<file path="config.mk">
export PLATFORM = sky130hd
export DESIGN_NAME = rs232_rx_fsm
export DESIGN_NICKNAME = d
export VERILOG_FILES = /design/src/rtl/rs232_pkg.sv /design/src/rtl/rx_sync.sv /design/src/rtl/rs232_rx_fsm.sv
export SDC_FILE = /design/constraint.sdc
export NUM_CORES = 1
export LEC_CHECK = 0
export ABC_AREA = 1
export CAP_MARGIN = 20
export CORE_MARGIN = 4
export CORE_UTILIZATION = 30
export CTS_CLUSTER_SIZE = 8
export DETAILED_ROUTE_END_ITERATION = 8
export PLACE_DENSITY_LB_ADDON = 0.15
export SLEW_MARGIN = 20
export SYNTH_ARGS = -nofsm -noshare
export SYNTH_HDL_FRONTEND = slang
export SYNTH_HIERARCHICAL = 1
export SYNTH_SLANG_ARGS = --single-unit
</file>
<file path="constraint.sdc">
create_clock -name clk_i -period 1.9 [get_ports clk_i]
set_input_delay 0.19 -clock clk_i [delete_from_list [all_inputs] [get_ports clk_i]]
set_output_delay 0.19 -clock clk_i [all_outputs]
set_load 0.01 [all_outputs]
</file>
<file path="src/rtl/rs232_pkg.sv">
`default_nettype none
// ============================================================================
//  Module      : rs232_pkg
//  Description : Shared constants for the RS232 receive path: FSM state
//                encodings and the default bit period.
//  Revision    : 1.0 - initial release
// ============================================================================
package rs232_pkg;

    // Receiver FSM state encodings
    localparam logic [2:0] c_state_idle  = 3'd0;
    localparam logic [2:0] c_state_start = 3'd1;
    localparam logic [2:0] c_state_data  = 3'd2;
    localparam logic [2:0] c_state_stop  = 3'd3;
    localparam logic [2:0] c_state_break = 3'd4;

    // clk cycles per bit at 50 MHz / 115200 baud
    localparam int unsigned c_baud_div_default = 434;

endpackage : rs232_pkg
`default_nettype wire

</file>
<file path="src/rtl/rx_sync.sv">
`default_nettype none
// ============================================================================
//  Module      : rx_sync
//  Description : SYNC_STAGES-deep flip-flop synchronizer for the serial line.
//                Resets to 1 so a reset never looks like a start bit.
//  Revision    : 1.0 - initial release
// ============================================================================
module rx_sync #(
    parameter int unsigned SYNC_STAGES = 2
) (
    input  logic clk_i,
    input  logic rst_i,
    input  logic rx_i,
    output logic rxs_o
);

    logic [SYNC_STAGES-1:0] r_sync;

    // Shift the raw line through the chain; reset to idle-high
    always_ff @(posedge clk_i or posedge rst_i) begin
        if (rst_i) begin
            r_sync <= '1;
        end else begin
            r_sync <= {r_sync[SYNC_STAGES-2:0], rx_i};
        end
    end

    assign rxs_o = r_sync[SYNC_STAGES-1];

endmodule : rx_sync
`default_nettype wire

</file>
<file path="src/rtl/rs232_rx_fsm.sv">
`default_nettype none
// ============================================================================
//  Module      : rs232_rx_fsm
//  Description : RS232 receive front end. Synchronizes rx_i, detects the
//                start bit, samples data bits at mid-bit (LSB first) and
//                reports each frame as a valid strobe or a framing error.
//  Revision    : 1.0 - initial release
// ============================================================================
module rs232_rx_fsm
    import rs232_pkg::*;
#(
    parameter int unsigned BAUD_DIV    = c_baud_div_default,
    parameter int unsigned DATA_BITS   = 8,
    parameter int unsigned SYNC_STAGES = 2
) (
    input  logic                 clk_i,
    input  logic                 rst_i,
    input  logic                 rx_i,
    input  logic                 en_i,
    output logic [DATA_BITS-1:0] data_o,
    output logic                 valid_o,
    output logic                 ferr_o,
    output logic                 busy_o
);

    localparam int unsigned c_half_div = BAUD_DIV / 2;
    localparam int unsigned c_cnt_w    = $clog2(BAUD_DIV);
    localparam int unsigned c_bit_w    = $clog2(DATA_BITS + 1);

    // Terminal counts: mid start bit, full bit period, last data bit
    localparam logic [c_cnt_w-1:0] c_half_last = c_cnt_w'(c_half_div - 1);
    localparam logic [c_cnt_w-1:0] c_baud_last = c_cnt_w'(BAUD_DIV - 1);
    localparam logic [c_bit_w-1:0] c_bits_last = c_bit_w'(DATA_BITS - 1);

    logic                 w_rxs;
    logic [2:0]           r_state;
    logic [2:0]           w_state_next;
    logic [c_cnt_w-1:0]   r_baud_cnt;
    logic [c_bit_w-1:0]   r_bit_cnt;
    logic [DATA_BITS-1:0] r_shift;
    logic [DATA_BITS-1:0] r_data;
    logic                 r_valid;
    logic                 r_ferr;
    logic                 r_busy;
    logic                 w_sample;
    logic                 w_last_bit;
    logic                 w_valid_next;
    logic                 w_ferr_next;

    rx_sync #(
        .SYNC_STAGES (SYNC_STAGES)
    ) u_rx_sync (
        .clk_i (clk_i),
        .rst_i (rst_i),
        .rx_i  (rx_i),
        .rxs_o (w_rxs)
    );

    // Sample strobe: half a bit into START, a full bit in DATA and STOP
    always_comb begin
        w_sample = 1'b0;
        case (r_state)
            c_state_start: w_sample = (r_baud_cnt == c_half_last);
            c_state_data,
            c_state_stop:  w_sample = (r_baud_cnt == c_baud_last);
            default:       w_sample = 1'b0;
        endcase
    end

    assign w_last_bit = (r_bit_cnt == c_bits_last);

    // Next-state and output-strobe decode; disable aborts from any state
    always_comb begin
        w_state_next = r_state;
        w_valid_next = 1'b0;
        w_ferr_next  = 1'b0;
        if (!en_i) begin
            w_state_next = c_state_idle;
        end else begin
            case (r_state)
                c_state_idle: begin
                    if (!w_rxs) w_state_next = c_state_start;
                end
                c_state_start: begin
                    if (w_sample) w_state_next = w_rxs ? c_state_idle : c_state_data;
                end
                c_state_data: begin
                    if (w_sample && w_last_bit) w_state_next = c_state_stop;
                end
                c_state_stop: begin
                    if (w_sample) begin
                        if (w_rxs) begin
                            w_valid_next = 1'b1;
                            w_state_next = c_state_idle;
                        end else begin
                            w_ferr_next  = 1'b1;
                            w_state_next = c_state_break;
                        end
                    end
                end
                c_state_break: begin
                    if (w_rxs) w_state_next = c_state_idle;
                end
                default: w_state_next = c_state_idle;
            endcase
        end
    end

    // State register plus registered status outputs
    always_ff @(posedge clk_i or posedge rst_i) begin
        if (rst_i) begin
            r_state <= c_state_idle;
            r_valid <= 1'b0;
            r_ferr  <= 1'b0;
            r_busy  <= 1'b0;
            r_data  <= '0;
        end else begin
            r_state <= w_state_next;
            r_valid <= w_valid_next;
            r_ferr  <= w_ferr_next;
            r_busy  <= (w_state_next != c_state_idle);
            if (w_valid_next) r_data <= r_shift;
        end
    end

    // Baud counter restarts on every state entry and after every sample
    always_ff @(posedge clk_i or posedge rst_i) begin
        if (rst_i) begin
            r_baud_cnt <= '0;
        end else if ((w_state_next != r_state) || w_sample) begin
            r_baud_cnt <= '0;
        end else if ((r_state == c_state_start) || (r_state == c_state_data) ||
                     (r_state == c_state_stop)) begin
            r_baud_cnt <= r_baud_cnt + 1'b1;
        end else begin
            r_baud_cnt <= '0;
        end
    end

    // Bit counter and LSB-first shift register, advanced on DATA samples
    always_ff @(posedge clk_i or posedge rst_i) begin
        if (rst_i) begin
            r_bit_cnt <= '0;
            r_shift   <= '0;
        end else if (r_state != c_state_data) begin
            r_bit_cnt <= '0;
        end else if (w_sample && en_i) begin
            r_bit_cnt <= r_bit_cnt + 1'b1;
            r_shift   <= {w_rxs, r_shift[DATA_BITS-1:1]};
        end
    end

    assign data_o  = r_data;
    assign valid_o = r_valid;
    assign ferr_o  = r_ferr;
    assign busy_o  = r_busy;

endmodule : rs232_rx_fsm
`default_nettype wire
</file>
# Word level (Yosys, flattened, before mapping)
# Cells that the tools add are included.
[op_classes] n_eq_ne=9 addsub=2 muxes=22 n_bitwise=1 n_reduce_logical=10
[op_table] cell="2-to-1 mux 3 bit" n=7
[op_table] cell="2-to-1 mux 9 bit" n=2
[op_table] cell="case mux 3 bit (5 select lines)" n=1
[op_table] cell="adder 9 x 1 -> 9 bit, second input constant" n=1
[op_table] cell="== test 9 x 8 -> 1 bit, second input constant" n=1
[op_table] cell="== test 9 bit, second input constant" n=1
[op_table] cell="2-to-1 mux 1 bit" n=8
[op_table] cell="2-to-1 mux 4 bit" n=2
[op_table] cell="== test 3 x 2 -> 1 bit, second input constant" n=2
[op_table] cell="adder 4 x 1 -> 4 bit, second input constant" n=1
[op_table] cell="== test 4 x 3 -> 1 bit, second input constant" n=1
[op_table] cell="== test 3 x 1 -> 1 bit, second input constant" n=1
[op_table] cell="== test 3 bit, second input constant" n=1
[op_table] cell="zero test 3 bit" n=1
[op_table] cell="logical OR 1 bit" n=3
[op_table] cell="!= test 3 x 2 -> 1 bit, second input constant" n=1
[op_table] cell="!= test 3 bit" n=1
[op_table] cell="nonzero test 3 bit" n=1
[op_table] cell="logical AND 1 bit" n=2
[op_table] cell="2-to-1 mux 2 bit" n=1
[op_table] cell="case mux 1 bit (2 select lines)" n=1
[op_table] cell="AND reduction 2 bit" n=1
[op_table] cell="nonzero test 2 bit" n=1
[op_table] cell="OR reduction 2 bit" n=1
[op_table] cell="NOT 1 bit" n=1
[word_totals] in_bits=4 ff_bits=37 output_inout_bits=11 word_cells=53

# Logic depth before layout (Yosys ltp)
# Gate-level depths: netlist of run 1.
[logic_depth] ltp_word=10 ltp_mapped=13 depth_no_buf=13

# Hierarchy
# Netlist of run 1, hierarchy kept.
[by_module_without_submodules] mod="rs232_rx_fsm" area_each_um2=1845.5 cells_each=210 n_inst=1 seq_area_each_um2=875.8
[by_module_without_submodules] mod="rx_sync" area_each_um2=56.3 cells_each=3 n_inst=1 seq_area_each_um2=52.6

# Worst setup path after synthesis of run 1
# OpenSTA, ideal clock, no wires.
[synth_path] path_type="reg2reg" startpoint="register r_baud_cnt[0]" endpoint="register r_data[6], in the netlist data_o[6]" required_time_ns=1.782 path_stages_with_launch=12 n_path_buf=1 setup_time_ns=0.118 t_arrival_ns=1.470 path_slack_ns=0.312 cell_sequence="dfrtp_1 -> nor2_1 -> nand3_4 -> nand2_4 -> nand3_4 -> nor2_4 -> nand2_2 -> clkinv_2 -> nand3_4 -> buf_6 -> nand2_2 -> o21ai_2"
[synth_via] elab_chain_cells=5
[synth_lines] item="from (decl)" line="rs232_rx_fsm.sv:38" text="logic [c_cnt_w-1:0] r_baud_cnt;"
[synth_lines] item="from (signal assigned)" line="rs232_rx_fsm.sv:134" text="r_baud_cnt <= r_baud_cnt + 1'b1;"
[synth_lines] item="== test 9 bit or == test 9 x 8 -> 1 bit (tied branches)" line="rs232_rx_fsm.sv:65, rs232_rx_fsm.sv:63"
[synth_lines] item="case mux 1 bit (2 select lines) (*)" line="rs232_rx_fsm.sv:62" text="case (r_state)"
[synth_lines] item="2-to-1 mux 1 bit (*)" line="rs232_rx_fsm.sv:91" text="if (w_sample) begin"
[synth_lines] item="2-to-1 mux 1 bit (*)" line="rs232_rx_fsm.sv:80" text="case (r_state)"
[synth_lines] item="2-to-1 mux 1 bit (*)" line="rs232_rx_fsm.sv:77" text="if (!en_i) begin"
[synth_lines] item="to (signal assigned)" line="rs232_rx_fsm.sv:122" text="if (w_valid_next) r_data <= r_shift;"
[synth_lines] item="to (decl)" line="rs232_rx_fsm.sv:41" text="logic [DATA_BITS-1:0] r_data;"
# Mark *: on every way between the ends. The rest lies on a longest branch, timed or not.
# A chain may end at the register's enable or synchronous reset.

# Final worst setup path of run 1
[layout_path] startpoint="register r_state[2]" endpoint="register r_baud_cnt[1]"
[layout_via] elab_chain_cells=10
[layout_lines] item="from (decl)" line="rs232_rx_fsm.sv:36" text="logic [2:0] r_state;"
[layout_lines] item="from (signal assigned)" line="rs232_rx_fsm.sv:112" text="r_state <= c_state_idle;"
[layout_lines] item="from (signal assigned)" line="rs232_rx_fsm.sv:118" text="r_state <= w_state_next;"
[layout_lines] item="== test 3 x 2 -> 1 bit, on equally long branches"
[layout_lines] item="OR reduction 2 bit" line="rs232_rx_fsm.sv:62"
[layout_lines] item="case mux 1 bit (2 select lines)" line="rs232_rx_fsm.sv:62"
[layout_lines] item="logical AND 1 bit" line="rs232_rx_fsm.sv:88" text="if (w_sample && w_last_bit) w_state_next = c_state_stop;"
[layout_lines] item="2-to-1 mux 3 bit" line="rs232_rx_fsm.sv:88"
[layout_lines] item="case mux 3 bit (5 select lines)" line="rs232_rx_fsm.sv:80"
[layout_lines] item="2-to-1 mux 3 bit" line="rs232_rx_fsm.sv:77"
[layout_lines] item="!= test 3 bit" line="rs232_rx_fsm.sv:130" text="end else if ((w_state_next != r_state) || w_sample) begin"
[layout_lines] item="logical OR 1 bit" line="rs232_rx_fsm.sv:130"
[layout_lines] item="2-to-1 mux 9 bit (*)" line="rs232_rx_fsm.sv:130"
# Marks and branches as above.

==> impl_metrics.py, run 1 <==
metrics = {
    "status": {
        "status": "complete, no violations",
    },
    "synthesis": {
        "synth.top_cell.area_share": 0.4605,
        "ys.flop_type": "dfrtp_1",
        "syn_inst": 213,
        "synth-edff-count": 0,
        "yosysWarnings": 6,
        "avgSynthCellArea_sq_um": 8.929,
        "yosysMostFrequentCell": "nand2_1",
        "synth_cell_types": 29,
        "synth_nets": 219,
        "ys_seq_area_frac": 0.4882,
        "yosys-top-cells-count": "nand2_1, dfrtp_1, inv_1",
        "ys_ff_latch": 37,
        "async_flop_share": 1.000,
        "synthTopCellsByArea": "dfrtp_1, nand2_1, o21ai_2",
        "synth_area_sq_um": 1902,
        "yosys.area.top_type": "dfrtp_1",
    },
    "worst_setup_path": {
        "cpLargestDelayFamily": "simple AND/OR/NAND/NOR gates",
        "critPathLaunchType": "flip-flop",
        "required_ns": 2.08,
        "crit_path_frequent_cell": "nand2_1",
        "worst-path-buf-inv": 1,
        "critPathSlowestCell": "dfrtp_2",
        "crit_arrival_ns": 1.92,
        "max_stage_delay_ns": 0.43,
        "critPathMaxFanout": 7,
        "worstSetupPathType": "flip-flop to flip-flop",
        "path_cells": "inv_2 -> nand2_4 -> nand3_4 -> nand2_4 -> nand3_4 -> nor2_4 -> nand2_1 -> nand2_1 -> nand2_1 -> nand2_1 -> nand2_2 -> nand3_4 -> nor2_2",
        "crit_path_end_kind": "flip-flop",
    },
    "detailed_routing": {
        "vias": 1380,
        "drt_iter0_drc": 40,
        "wl_um": 3589,
        "ant_nets": 0,
        "wl_per_cell_um": 11.43,
        "drc": 0,
        "firstDrtPassIters": 4,
        "routed_via_density": 4.395,
    },
    "timing": {
        "max_slew.worst_pin.slew_ns": 0.3261,
        "period_share": 0.9152,
        "setup_violations": 0,
        "hold_viol": 0,
        "clock.fmax_mhz": 575.1,
        "fin_worst_skew_ns": 0.008997,
        "setup-tns-final_ns": 0,
        "slew_headroom": 0.7826,
        "final.min_clock_period_ns": 1.739,
        "report.final.slew_viol_count": 0,
    },
    "placement": {
        "gp_congestion": 0.7930,
        "io_buffers": 14,
        "hpwl_um": 2463,
        "post_dp_cell_area_sq_um": 2143,
        "placed_cells": 304,
    },
    "cells_and_area": {
        "layout.cells.non_filler": 314,
        "finalInstanceArea_sq_um": 2336,
        "finalNetCount": 244,
        "drive_gt1_frac": 0.2887,
        "syn_to_final_growth_pct": 22.83,
        "diodes": 0,
        "post-route-util": 0.3877,
    },
    "global_route": {
        "grt_overflow_total": 0,
        "grt_pass1_vias": 1313,
        "grt_pass1_wl_um": 6154,
        "gr-usage-all-layers": 0.1044,
        "grt_max_degree": 25,
        "antenna_found_initial": 0,
    },
    "clocking": {
        "clk_latency_ns": 0.29,
        "clock-root-buffer": "clkbuf_8",
        "cts_setup_buffers": 0,
        "clock-sinks": 37,
        "cts.path.max_buffers": 2,
        "cts_buffers": 5,
        "ctsHoldBuffers": 0,
        "cts-htree-levels": 2,
        "path_clk_slew_ns": 0.07,
        "cts_tree": "done",
    },
    "pwr": {
        "power.density_nw_per_um2": 735.2,
        "total_leakage_power_nw": 1.060,
        "ir_worst_vdd_mv": 0.3202,
    },
    "flow_run": {
        "maxCapViolCount": 0,
    },
    "floorplanning": {
        "die_w_um": 87.62,
        "start_util": 0.3156,
        "pin_count": 15,
        "fp-row-count": 28,
        "core-area_sq_um": 6026,
        "dieArea_sq_um": 7677,
        "dieHeight_um": 87.62,
    },
    "worst_hold_path": {
        "hp-class": "primary input to async pin",
    },
}
final timing paths:
kind / start / to / slack [ns] / depth (start not counted)
worst min register to register: u_rx_sync/r_sync[0] / u_rx_sync/r_sync[1] / 0.36 / 0
worst max register to register: r_state[2] / r_baud_cnt[1] / 0.16 / 13
max in group asynchronous: rst_i / r_shift[0] / 1.35 / 3
worst max-delay path: r_state[2] / r_baud_cnt[1] / 0.16 / 13
worst min-delay path: rst_i / r_state[1] / 0.24 / 3
min in group clk_i: rx_i / u_rx_sync/r_sync[0] / 0.30 / 1
per-layer routing:
layer | wire [um] | vias to the layer above | global-route usage | share of wire
met3 | 116 | 2 | 0.03951 | 0.032
met2 | 1635 | 14 | 0.1562 | 0.46
met1 | 1813 | 643 | 0.1395 | 0.51
li1 | - | 721 | - | -
met4 | 23 | 0 | 0.03347 | 0.0064
met5 | 0 | - | 0 | 0
cell families after synthesis:
kind of cell,Yosys count,share of synthesized area
AO/OA/AOI/OAI,25,0.09935
adder cells (fa/ha/maj),2,0.01316
flip-flops,37,0.4882
buffers and inverters,38,0.08552
XOR/XNOR,1,0.004606
AND/OR/NAND/NOR,110,0.3092
placed cells by master (no fill, tap or decap):
cell	instances
nand2_1	39
dfrtp_1	33
inv_1	31
nand3_1	21
nor2_1	16
o21ai_2	15
clkdlybuf4s50_1	14
nor2_2	10
nand2_2	8
nand3_4	6
clkbuf_8	5
buf_4	5
nand2_4	3
nor2_4	3
o21ai_0	3
inv_2	2
clkinv_2	2
o21ai_1	2
a21oi_1	2
nor3_1	2
or2_2	2
ha_1	2
bufinv_16	2
dfrtp_2	2
dfstp_2	2
clkinv_1	1
a21boi_2	1
nand4_1	1
a31oi_1	1
a21oi_4	1
nand3b_1	1
xnor2_1	1
sequential cells by signal, summed over array words and instances (netlist names):
name              count
u_rx_sync/r_sync      2
data_o                8
r_baud_cnt            9
busy_o                1
r_bit_cnt             4
ferr_o                1
r_state               3
valid_o               1
r_shift               8
worst register-to-register path: stages (launching register included):
cell	delay (ns)
dfrtp_2	0.43
inv_2	0.08
nand2_4	0.10
nand3_4	0.10
nand2_4	0.07
nand3_4	0.09
nor2_4	0.16
nand2_1	0.07
nand2_1	0.08
nand2_1	0.08
nand2_1	0.09
nand2_2	0.09
nand3_4	0.15
nor2_2	0.05
stage by stage:
stage	power [mW]	hold WS, ns	worst slack [ns]
floorplan	0.8765	0.1015	0.3116
global placement	0.9110	0.3455	0.05577
detailed placement	0.9083	0.3468	0.08829
CTS	1.739	0.2395	0.08050
global route	1.811	0.2358	-0.01991
finish	1.717	0.2370	0.1611
area by class of cell:
| cell class | count | area (sq um) |
|---|---|---|
| well taps | 75 | 93.84 |
| multi-input cells | 140 | 867.1 |
| clock inverters | 3 | 65.06 |
| flip-flops and latches | 37 | 930.9 |
| inverters | 35 | 132.6 |
| fillers | 633 | 3690 |
| repair buffers | 19 | 177.7 |
| clock buffers | 5 | 68.82 |
where the power goes:
part           switching [mW]  internal (mW)
logic                  0.0628         0.0316
registers             0.00934          0.797
clock network           0.295          0.522
total                   0.367           1.35
timing repair:
action                                  in CTS  in global routing
hold endpoints to repair                     0                  0
endpoints found under the setup margin       0                 17
resized for setup                            0                 10
Note: power is estimated with default switching activity, not from simulation.
==> inputs of run 2 (changes only) <==
- SETUP_SLACK_MARGIN: not set -> 0.4
- SLEW_MARGIN: 20 -> 10
==> run 2 against run 1 <==
  * First-iteration DRC count is 57% higher
  * Sequential share of layout area down 4.6 points
  * Count of clock-buffer cells in the layout increased by 2
  * Clock skew fell by 0.0012 ns
  * Final cell count increased by 6.1%
  * Utilization up 5.2 points
  * Die area did not move
  * Critical endpoint is now r_baud_cnt[2]
==> impl_metrics.py, run 2 (synthesis gave the netlist of run 1 again) <==
metrics = {
    "status": {
        "status": "complete, no violations",
    },
    "detailed_routing": {
        "vias": 1504,
        "wl_per_cell_um": 12.38,
        "drt_iter0_drc": 63,
        "ant_nets": 0,
        "firstDrtPassIters": 4,
        "routed_via_density": 4.517,
        "wl_um": 4121,
        "drc": 0,
    },
    "cells_and_area": {
        "mostFrequentLayoutCells": "dfrtp_1, inv_1, nand2_2, nand2_1, nand3_1",
        "diodes": 0,
        "final_common_cell": "dfrtp_1",
        "n_fill_cell": 620,
        "largest_reg_flops": 9,
        "drive_gt1_frac": 0.4729,
        "finalInstanceArea_sq_um": 2648,
        "syn_to_final_growth_pct": 39.21,
        "top_register": "r_baud_cnt",
        "layout.cells.non_filler": 333,
        "finalNetCount": 263,
        "post-route-util": 0.4394,
    },
    "pwr": {
        "ir_worst_vdd_mv": 0.3996,
        "total_leakage_power_nw": 1.155,
        "internal-power_mw": 1.171,
        "p_sw_frac": 0.2357,
        "power_frac_comb": 0.081,
        "p_switching_mw": 0.3611,
        "power.density_nw_per_um2": 578.7,
        "seqPwrFrac": 0.524,
        "power.clock.fraction": 0.395,
        "finalPower_mw": 1.532,
    },
    "worst_setup_path": {
        "critPathSlowestCell": "dfrtp_2",
        "path_cells": "inv_2 -> nand2_4 -> nand3_4 -> nand2_4 -> nand3_4 -> nor2_4 -> buf_4 -> buf_4 -> a21oi_4 -> nand3_4 -> nor2_2",
        "critPathMaxFanout": 7,
        "crit_path_frequent_cell": "nand3_4",
        "max_stage_delay_ns": 0.45,
        "required_ns": 2.11,
        "critPathLaunchType": "flip-flop",
        "crit_path_end_kind": "flip-flop",
        "crit_arrival_ns": 1.91,
        "worstSetupPathType": "flip-flop to flip-flop",
        "r2r_cells": 11,
        "worstReg2RegEnd": "r_baud_cnt[2]",
        "r2r_start": "r_state[2]",
        "reg2reg_setup_slack_ns": 0.21,
    },
    "timing": {
        "final.min_clock_period_ns": 1.693,
        "setup-tns-final_ns": 0,
        "max_slew.worst_pin.slew_ns": 0.3967,
        "fin_ws_ns": 0.2073,
        "period_share": 0.8909,
        "slew_headroom": 0.7347,
        "report.final.slew_viol_count": 0,
        "setup_violations": 0,
        "hold_viol": 0,
        "fin_worst_skew_ns": 0.007754,
        "holdWs_ns": 0.2429,
        "clock.fmax_mhz": 590.8,
        "rsz0062_at_grt": "true",
    },
    "clocking": {
        "cts_buffers": 5,
        "path_clk_slew_ns": 0.07,
        "clk_latency_ns": 0.28,
        "ctsHoldBuffers": 0,
        "cts_tree": "done",
        "clock-sinks": 37,
        "cts.path.max_buffers": 2,
        "cts-htree-levels": 2,
        "clock-root-buffer": "clkbuf_8",
    },
    "floorplanning": {
        "die_w_um": 87.62,
        "start_util": 0.3156,
        "dieArea_sq_um": 7677,
        "fp-row-count": 28,
        "pin_count": 15,
        "core-area_sq_um": 6026,
        "dieHeight_um": 87.62,
    },
    "global_route": {
        "antenna_found_initial": 0,
        "grt_max_degree": 25,
        "grt_pass1_vias": 1467,
        "gr-usage-all-layers": 0.1183,
        "grt_pass1_wl_um": 7044,
        "grt_overflow_total": 0,
    },
    "placement": {
        "post_dp_cell_area_sq_um": 2150,
        "io_buffers": 14,
        "placed_cells": 304,
        "pre_cts_ws_ns": 0.09310,
        "gp_congestion": 0.7984,
        "hpwl_um": 2501,
    },
    "worst_hold_path": {
        "hp-class": "primary input to async pin",
    },
    "flow_run": {
        "maxCapViolCount": 0,
    },
}
-- run 2: what timing repair did --
item / CTS / global route
endpoints found under the setup margin: 29 / 32
cloned: 3 / 1
buffers inserted: 12 / 5
pin swaps: 19 / 18
resized for setup: 20 / 36
-- run 2: area by class of cell --
cell class / count / area (sq um) / share of cell area
inverter: 35 / 138.9 / 0.05246
clock buffer: 7 / 96.34 / 0.03639
multi-input combinational: 142 / 1031 / 0.3894
tap: 75 / 93.84 / 0.03544
sequential: 37 / 932.1 / 0.3521
clock inverter: 1 / 5.005 / 0.001890
timing repair buffer: 36 / 350.3 / 0.1323
-- run 2: how the worst max path moves through the flow --
stage	from	slack (ns)	end
2_1_floorplan	r_state[2]	0.33	data_o[6]
3_3_place_gp	r_state[2]	0.08	data_o[4]
3_5_place_dp	r_state[2]	0.09	data_o[4]
4_1_cts	r_state[2]	0.18	r_baud_cnt[2]
5_1_grt	r_state[2]	0.11	r_baud_cnt[4]
6_report	r_state[2]	0.21	r_baud_cnt[2]
-- run 2: power groups by stage --
| stage | clock [mW] | sequential [mW] | combinational [mW] |
|---|---|---|---|
| floorplan | 0 | 0.819 | 0.0579 |
| global placement | 0 | 0.821 | 0.0910 |
| detailed placement | 0 | 0.821 | 0.0904 |
| CTS | 0.625 | 0.804 | 0.117 |
| global route | 0.674 | 0.804 | 0.137 |
| finish | 0.606 | 0.803 | 0.124 |
-- run 2: per-layer routing --
layer,global-route usage,vias up,share of wire
li1,-,762,-
met1,0.1524,720,0.47
met2,0.1897,17,0.49
met3,0.02916,5,0.030
met4,0.04881,0,0.011
met5,0,-,0
-- run 2: worst max-delay path, delay by kind of cell (launching register included) --
family	cells	cell delay, ns
compound gates	1	0.18
flops	1	0.45
simple gates	7	0.63
buf+inv	3	0.35
==> inputs of run 3 (changes only) <==
- GPL_TIMING_DRIVEN: not set -> 0
==> run 3 against run 2 <==
  * Power increased by 12%
  * Final area about the same
  * Largest cell class unchanged
  * Routed wire length is 5.9% lower
  * Clock power increased by 33%
==> impl_metrics.py, run 3 (synthesis gave the netlist of run 1 again) <==
metrics = {
    "clocking": {
        "path_clk_slew_ns": 0.07,
        "cts-htree-levels": 2,
        "cts_buffers": 5,
        "clk_latency_ns": 0.29,
        "clock-sinks": 37,
        "cts.path.max_buffers": 2,
        "ctsHoldBuffers": 0,
        "clock-root-buffer": "clkbuf_8",
        "cts_tree": "done",
    },
    "timing": {
        "slew_headroom": 0.5006,
        "final.min_clock_period_ns": 1.767,
        "hold_viol": 0,
        "period_share": 0.9298,
        "holdWs_ns": 0.2745,
        "fin_worst_skew_ns": 0.009165,
        "report.final.slew_viol_count": 0,
        "clock.fmax_mhz": 566.0,
        "setup_violations": 0,
        "max_slew.worst_pin.slew_ns": 0.7480,
        "rsz0062_at_grt": "true",
    },
    "global_route": {
        "gr-usage-all-layers": 0.1077,
        "grt_max_degree": 36,
        "grt_pass1_wl_um": 6444,
        "grt_pass1_vias": 1423,
        "antenna_found_initial": 0,
        "grt_overflow_total": 0,
    },
    "cells_and_area": {
        "syn_to_final_growth_pct": 39.08,
        "layout.cells.non_filler": 328,
        "drive_gt1_frac": 0.4427,
        "post-route-util": 0.4390,
        "top_register": "r_baud_cnt",
        "finalNetCount": 258,
        "largest_reg_flops": 9,
        "mostFrequentLayoutCells": "dfrtp_1, inv_1, nand2_2, nand2_1, nand3_1",
        "final_common_cell": "dfrtp_1",
        "diodes": 0,
    },
    "pwr": {
        "finalPower_mw": 1.720,
        "power.density_nw_per_um2": 650.2,
        "ir_worst_vdd_mv": 0.2905,
        "total_leakage_power_nw": 1.175,
    },
    "worst_setup_path": {
        "r2r_cells": 10,
        "critPathLaunchType": "flip-flop",
        "path_cells": "inv_1 -> nand2_1 -> nor2_4 -> a21boi_1 -> nand4_1 -> nand2_1 -> nand2_2 -> a21oi_4 -> nand3_4 -> nor2_2",
        "critPathMaxFanout": 5,
        "crit_path_frequent_cell": "nand2_1",
        "worstSetupPathType": "flip-flop to flip-flop",
        "critPathSlowestCell": "dfrtp_1",
        "worst-path-buf-inv": 1,
        "crit_arrival_ns": 1.98,
        "cpLargestDelayFamily": "simple AND/OR/NAND/NOR gates",
        "crit_cells": 10,
        "max_stage_delay_ns": 0.40,
        "crit_path_end_kind": "flip-flop",
        "required_ns": 2.12,
    },
    "placement": {
        "io_buffers": 14,
        "hpwl_um": 2441,
        "gp_congestion": 0.7701,
        "placed_cells": 302,
    },
    "status": {
        "status": "complete, no violations",
    },
    "floorplanning": {
        "core-area_sq_um": 6026,
        "start_util": 0.3156,
        "die_w_um": 87.62,
        "fp-row-count": 28,
        "dieHeight_um": 87.62,
        "pin_count": 15,
        "dieArea_sq_um": 7677,
    },
    "detailed_routing": {
        "vias": 1491,
        "firstDrtPassIters": 4,
        "routed_via_density": 4.546,
        "ant_nets": 0,
        "wl_per_cell_um": 11.82,
        "drc": 0,
        "drt_iter0_drc": 35,
        "wl_um": 3876,
    },
    "flow_run": {
        "maxCapViolCount": 0,
    },
    "worst_hold_path": {
        "hp-class": "primary input to async pin",
    },
}
run 3: worst paths after layout:
check                                 endpoint  slack (ns)                start
hold reg to reg            u_rx_sync/r_sync[1]        0.36  u_rx_sync/r_sync[0]
hold / removal             u_rx_sync/r_sync[0]        0.27                rst_i
min in group clk_i         u_rx_sync/r_sync[0]        0.31                 rx_i
max in group asynchronous        r_baud_cnt[0]        1.00                rst_i
setup reg to reg                 r_baud_cnt[5]        0.13        r_baud_cnt[2]
setup / recovery                 r_baud_cnt[5]        0.13        r_baud_cnt[2]
run 3: where the power goes:
part           switching, mW  internal, mW  total, mW  leakage [nW]
sequential           0.00870         0.797      0.806         0.503
clock                  0.287         0.522      0.809        0.0681
combinational         0.0698        0.0349      0.105         0.604
run 3: metrics by stage:
stage	setup WS, ns	cell area (sq um)	TNS [ns]
floorplan	0.3338	1912	0
global placement	-0.04364	2146	-1.435
detailed placement	0.07883	2146	0
CTS	0.1155	2525	0
global route	0.008491	2645	0
finish	0.1333	2645	0
run 3: timing repair:
item | 4_1_cts | 5_1_grt
hold endpoints to repair | 0 | 0
setup buffers | 12 | 3
pin swaps | 3 | 6
cloned | 2 | 1
gates resized for setup | 30 | 25
setup endpoints to repair | 30 | 33
run 3: per-layer routing:
metal | wire length, um | track usage | vias to the layer above
li1 | - | - | 750
met1 | 1769 | 0.1372 | 719
met2 | 1936 | 0.1767 | 18
met3 | 128 | 0.02822 | 4
met4 | 42 | 0.03766 | 0
met5 | 0 | 0 | -
run 3: layout make-up:
| class | count | area [sq um] |
|---|---|---|
| fillers | 590 | 3381 |
| well taps | 75 | 93.84 |
| multi-input cells | 139 | 959.7 |
| clock buffers | 5 | 68.82 |
| flip-flops and latches | 37 | 932.1 |
| plain buffers | 3 | 37.54 |
| repair buffers | 31 | 346.6 |
| clock inverters | 3 | 65.06 |
| inverters | 35 | 141.4 |
